==> config.mk <==
export PLATFORM = sky130hd
export DESIGN_NAME = iter_calc_inv
export DESIGN_NICKNAME = d
export VERILOG_FILES = /design/src/rtl/calc_pkg.sv /design/src/rtl/iter_calc_inv_dpath.sv /design/src/rtl/iter_calc_inv.sv
export SDC_FILE = /design/constraint.sdc
export NUM_CORES = 1
export LEC_CHECK = 0
export ABC_AREA = 1
export CAP_MARGIN = 20
export CORE_ASPECT_RATIO = 0.9
export CORE_MARGIN = 4
export CORE_UTILIZATION = 59
export DETAILED_ROUTE_END_ITERATION = 8
export PLACE_DENSITY_LB_ADDON = 0.08
export REMOVE_ABC_BUFFERS = 1
export SLEW_MARGIN = 15
export SYNTH_ARGS = -nofsm -noshare
export SYNTH_HDL_FRONTEND = slang
export SYNTH_SLANG_ARGS = --single-unit
export TNS_END_PERCENT = 100
==> constraint.sdc <==
create_clock -name clk -period 3 [get_ports clk]
set_input_delay 0.6 -clock clk [delete_from_list [all_inputs] [get_ports clk]]
set_output_delay 0.6 -clock clk [all_outputs]
set_load 0.005 [all_outputs]
==> src/rtl/calc_pkg.sv <==
// Shared definitions for the iterative inverse calculator: widths, FSM
// state encoding, opcode values and the restoring-division trial step.
package calc_pkg;

  localparam int CALC_NBITS    = 16;
  localparam int CALC_CNT_BITS = 4;

  typedef enum logic [1:0] {
    IDLE = 2'd0,
    CALC = 2'd1,
    DONE = 2'd2
  } calc_state_t;

  localparam logic CALC_OP_SUB = 1'b0;
  localparam logic CALC_OP_DIV = 1'b1;

  // One restoring-division trial. 'shifted' is the partial remainder after
  // the left shift and may carry a 17th bit; when that bit is set the value
  // already exceeds any 16-bit divisor, so the trial always succeeds and the
  // low 16 bits of the 17-bit difference are still exact.
  // Returns {no_borrow, difference[15:0]}.
  function automatic logic [CALC_NBITS:0] calc_trial_sub(
    input logic [CALC_NBITS:0]   shifted,
    input logic [CALC_NBITS-1:0] divisor
  );
    logic [CALC_NBITS:0] diff;
    diff = {1'b0, shifted[CALC_NBITS-1:0]} - {1'b0, divisor};
    calc_trial_sub = {shifted[CALC_NBITS] | ~diff[CALC_NBITS],
                      diff[CALC_NBITS-1:0]};
  endfunction

endpackage

==> src/rtl/iter_calc_inv_dpath.sv <==
// Datapath of the inverse calculator: operand/remainder/quotient registers,
// the 17-bit trial subtractor and the iteration counter. The quotient
// register doubles as the result register for subtraction.
module iter_calc_inv_dpath
  import calc_pkg::*;
(
  input  logic                  clk,
  input  logic                  rst,
  input  logic                  load_en,
  input  logic                  step_en,
  input  logic                  op,
  input  logic [CALC_NBITS-1:0] in0,
  input  logic [CALC_NBITS-1:0] in1,
  output logic                  count_done,
  output logic [CALC_NBITS-1:0] result,
  output logic [CALC_NBITS-1:0] remainder
);

  localparam logic [CALC_CNT_BITS-1:0] CNT_LAST = CALC_CNT_BITS'(CALC_NBITS - 1);

  logic [CALC_NBITS-1:0]    quo_r;
  logic [CALC_NBITS-1:0]    rem_r;
  logic [CALC_NBITS-1:0]    div_r;
  logic [CALC_CNT_BITS-1:0] cnt_r;

  logic [CALC_NBITS:0]      shifted_s;
  logic [CALC_NBITS:0]      trial_s;
  logic                     no_borrow_s;
  logic [CALC_NBITS-1:0]    rem_next_s;

  // Shift {rem,quo} left by one and run the trial subtraction against the divisor.
  always_comb begin
    shifted_s   = {rem_r, quo_r[CALC_NBITS-1]};
    trial_s     = calc_trial_sub(shifted_s, div_r);
    no_borrow_s = trial_s[CALC_NBITS];
    if (no_borrow_s) begin
      rem_next_s = trial_s[CALC_NBITS-1:0];
    end else begin
      rem_next_s = shifted_s[CALC_NBITS-1:0];
    end
  end

  // Operand capture on accept, one restoring-division iteration per step.
  always_ff @(posedge clk) begin
    if (rst) begin
      quo_r <= {CALC_NBITS{1'b0}};
      rem_r <= {CALC_NBITS{1'b0}};
      div_r <= {CALC_NBITS{1'b0}};
      cnt_r <= {CALC_CNT_BITS{1'b0}};
    end else if (load_en) begin
      rem_r <= {CALC_NBITS{1'b0}};
      div_r <= in1;
      cnt_r <= {CALC_CNT_BITS{1'b0}};
      if (op == CALC_OP_DIV) begin
        quo_r <= in0;
      end else begin
        quo_r <= in0 - in1;
      end
    end else if (step_en) begin
      quo_r <= {quo_r[CALC_NBITS-2:0], no_borrow_s};
      rem_r <= rem_next_s;
      cnt_r <= cnt_r + {{(CALC_CNT_BITS-1){1'b0}}, 1'b1};
    end else begin
      quo_r <= quo_r;
      rem_r <= rem_r;
      div_r <= div_r;
      cnt_r <= cnt_r;
    end
  end

  assign count_done = (cnt_r == CNT_LAST);
  assign result     = quo_r;
  assign remainder  = rem_r;

endmodule

==> src/rtl/iter_calc_inv.sv <==
// Iterative inverse calculator: subtract in one cycle or unsigned restoring
// divide in sixteen, with val/rdy handshakes on both sides. This module is
// the control FSM; the arithmetic lives in iter_calc_inv_dpath.
module iter_calc_inv
  import calc_pkg::*;
#(
  parameter int NBITS = CALC_NBITS
) (
  input  logic             clk,
  input  logic             rst,
  input  logic             in_val,
  output logic             in_rdy,
  input  logic [NBITS-1:0] in0,
  input  logic [NBITS-1:0] in1,
  input  logic             op,
  output logic             out_val,
  input  logic             out_rdy,
  output logic [NBITS-1:0] result,
  output logic [NBITS-1:0] remainder
);

  calc_state_t state_r;
  calc_state_t next_state_s;
  logic        load_s;
  logic        step_s;
  logic        count_done_s;
  logic        in_rdy_r;
  logic        out_val_r;

  // Next-state and datapath enables; accept only in IDLE, release only on out_rdy.
  always_comb begin
    next_state_s = state_r;
    load_s       = 1'b0;
    step_s       = 1'b0;
    case (state_r)
      IDLE: begin
        if (in_val) begin
          load_s = 1'b1;
          if (op == CALC_OP_DIV) begin
            next_state_s = CALC;
          end else begin
            next_state_s = DONE;
          end
        end else begin
          next_state_s = IDLE;
        end
      end
      CALC: begin
        step_s = 1'b1;
        if (count_done_s) begin
          next_state_s = DONE;
        end else begin
          next_state_s = CALC;
        end
      end
      DONE: begin
        if (out_rdy) begin
          next_state_s = IDLE;
        end else begin
          next_state_s = DONE;
        end
      end
      default: begin
        next_state_s = IDLE;
      end
    endcase
  end

  // State register with handshake flags registered from the next state,
  // so in_rdy/out_val always equal the decode of the current state.
  always_ff @(posedge clk) begin
    if (rst) begin
      state_r   <= IDLE;
      in_rdy_r  <= 1'b1;
      out_val_r <= 1'b0;
    end else begin
      state_r   <= next_state_s;
      in_rdy_r  <= (next_state_s == IDLE);
      out_val_r <= (next_state_s == DONE);
    end
  end

  iter_calc_inv_dpath u_dpath (
    .clk        (clk),
    .rst        (rst),
    .load_en    (load_s),
    .step_en    (step_s),
    .op         (op),
    .in0        (in0),
    .in1        (in1),
    .count_done (count_done_s),
    .result     (result),
    .remainder  (remainder)
  );

  assign in_rdy  = in_rdy_r;
  assign out_val = out_val_r;

endmodule

==> out/qor.csv <==
stage,metric,value,unit
global_route,grt_max_degree,36,
route,vias,4709,
finish,num-fill-cells,625,
yosys,yosys.area_share.simple,32.78,%
setup_path,crit_required,3240,ps
finish,final_util,73.98,%
yosys,synth_compound_gate_area_share,16.64,%
route,post-route-drc-count,0,
cts,post-cts-setup-buffers,0,
yosys,yosysTopAreaCell,dfxtp_1,
finish,fin_cells,851,
cts,clock-sinks,56,
yosys,synth_top_family_by_area,simple AND/OR/NAND/NOR gates,
yosys,synth_flop_cell,dfxtp_1,
finish,drive_above_1_share,8.839,%
global_route,grt_pass1_wl,20270,microns
die,row_count,29,
setup_path,arrival,2840,ps
worst_hold_path,min_to,u_dpath.div_r[2],
sta,drv_slew,0,
yosys,yosys_register_bits,56,
job,cap_violations,0,
cts,cts_tree,built,
setup_path,end_kind,flop,
route,totalWireLength,12420,microns
yosys,synth_area,0.004458,sq mm
setup_path,r2r_cells,14,
place,place.gp.congestion,0.9483,
finish,multi_input_area,0.002766,sq mm
die,die_height,90.47,microns
cts,cts_resized,0,
route,first_pass_iters,6,
finish,area_delta_synth_final,19.23,%
sta,fin_skew,6.550,ps
setup_path,crit_path_start_kind,flop,
worst_hold_path,holdCritStartpoint,u_dpath.div_r[2],
setup_path,rr_endpoint,u_dpath.remainder[14],
power_and_ir_drop,total_power,2059,uW
setup_path,crit_fanout,20,
yosys,syn_inst,693,
yosys,synth_mux_area_share,0,%
finish,final_common_cell,nand2_1,
global_route,antenna_found_initial,0,
die,io_pins,71,
sta,rsz0062_at_grt,false,
yosys,ys_types,39,
sta,post-route-min-period,2593,ps
sta,timing.final.crit_share,86.45,%
yosys,yosysWarnings,0,
place,io_buffers,70,
yosys,yosysSeqAreaShare,25.15,%
yosys,synth_edf_count,0,
finish,layout_common_cells,"168 x nand2_1, 117 x inv_1, 70 x clkdlybuf4s50_1",
power_and_ir_drop,leakage,0.002501,uW
power_and_ir_drop,vdd_drop_max,0.0003006,V
worst_hold_path,hold_depth,2,
finish,fin_nets,828,
sta,max_clock_freq,0.3856,GHz
place,placedCellCount,843,
yosys,synth_fa_ha_area_share,9.879,%
route,drt_iter0_markers,243,
cts,clk_latency,310,ps
global_route,grt_usage,27.11,%
setup_path,critPathKind,flop to flop,
cts,clkTransAtPathRegs,110,ps
route,ant_nets,0,
worst_hold_path,hold_class,flop to flop,
yosys,synth_top_area_share,25.15,%
die,die_w,99.63,microns
die,dieArea,0.009013,sq mm
route,wire_per_inst,14.59,microns
run_status,status,"complete, no violations",
yosys,synth_xor_xnor_area_share,2.750,%
sta,setup_viol,0,
sta,worst_pin_slew,522.0,ps
die,start_util,62.05,%
power_and_ir_drop,power.density,387.3,mW/mm^2
place,dpl.hpwl,9637,microns
sta,final.setup.tns,0,ps
setup_path,r2r_setup_slack,410,ps
cts,cts_max_level,2,
die,coreArea,0.007184,sq mm
finish,area.sequential,0.001121,sq mm
yosys,avgSynthCellArea,6.433,sq um
cts,clockBufferDepth,2,
global_route,grt_pass1_vias,4342,
sta,timing_hold_violations_final,0,
yosys,netlist_top_cells_area,"dfxtp_1 25%, nand2_1 14%, inv_1 9.9%, ha_1 9.0%, a21oi_1 6.8%",
yosys,postSynth.asyncResetShare,0,%
cts,cts_hold_buf,0,
finish,antenna_cells,0,
route,via_per_inst,5.533,
finish,final_area,0.005315,sq mm
sta,slew_headroom,65.15,%
global_route,overflow,0,
cts,cts-root-buf,clkbuf_8,
setup_path,r2r_start,u_dpath.result[15],
place,place_area,0.005219,sq mm
cts,cts_buffers,5,
-- layer usage --
layer  vias to the layer above  share of wire, %  track usage [%]
met1                      2126                46            38.05
met5                         -                 0                0
met4                         0               1.6            7.736
li1                       2356                 -                -
met3                        24               7.7            4.633
met2                       203                44            42.45
-- final cells by class --
class | instances | share of cell area, %
Multi-Input combinational cell | 494 | 52.05
Sequential cell | 56 | 21.09
Timing Repair Buffer | 77 | 14.17
Inverter | 123 | 8.686
Tap cell | 93 | 2.189
Clock buffer | 6 | 1.554
Clock inverter | 2 | 0.2589
-- per-stage QoR --
| step | setup WS, ps | hold WS, ps |
|---|---|---|
| final | 406.6 | 466.6 |
| after floorplan | 847.2 | 435.3 |
| after CTS | 479.5 | 469.8 |
| after detailed placement | 162.0 | 454.7 |
| after global placement | 178.3 | 450.2 |
| after global routing | 254.5 | 499.9 |
-- registers in the layout (all words and copies together), names as in the netlist --
signal,flops
u_dpath.remainder,16
state_r,2
u_dpath.result,16
in_rdy,1
out_val,1
u_dpath.div_r,16
u_dpath.cnt_r,4
-- logic make-up (layout without fill, tap and decap cells) --
family / Yosys count / count (layout)
AOI/OAI and AO/OA: 130 / 130
xor gates and xnor gates: 14 / 14
adders and majority gates: 34 / 34
buffers and inverters: 143 / 208
DFF: 56 / 56
and+or+nand+nor: 316 / 316
-- power breakdown --
part / internal (uW) / switching (uW) / total [uW]
sequential: 797 / 33.8 / 830
combinational: 311 / 462 / 773
clock: 190 / 265 / 455
-- worst max-delay path, cell delays in order (launching register included) --
cell	delay, ps
dfxtp_1	450
inv_1	110
ha_1	250
fa_1	410
inv_1	120
nand2_1	60
nand2_1	150
nand3_1	120
nand2_2	110
nand2_2	60
nand3_2	330
nor2_1	80
nor2_1	100
nand2_1	60
a21oi_1	140
-- synthesized netlist by cell type (3+ instances only) --
cell type,n
nand2_1,168
inv_1,117
a21oi_1,61
dfxtp_1,56
nand3_1,49
nor2_1,40
o21ai_0,40
ha_1,32
nand2_2,15
nand3_2,12
a21oi_2,10
buf_2,9
nor3_1,9
clkbuf_1,7
nand4_1,7
xnor2_1,7
xor2_1,7
inv_2,6
a221o_1,5
a31oi_1,3
nand3b_1,3
nor2_2,3
o21ai_1,3
-- worst max path at each step --
stage	startpoint	end	cells past startpoint
finish	u_dpath.result[15]	u_dpath.remainder[14]	14
global route	u_dpath.result[15]	u_dpath.remainder[15]	14
CTS	u_dpath.result[15]	u_dpath.remainder[14]	14
detailed placement	in0[0]	u_dpath.result[12]	13
global placement	in0[0]	u_dpath.result[12]	13
floorplan	in0[0]	u_dpath.result[10]	12
Power figures use the tool's default switching activity.
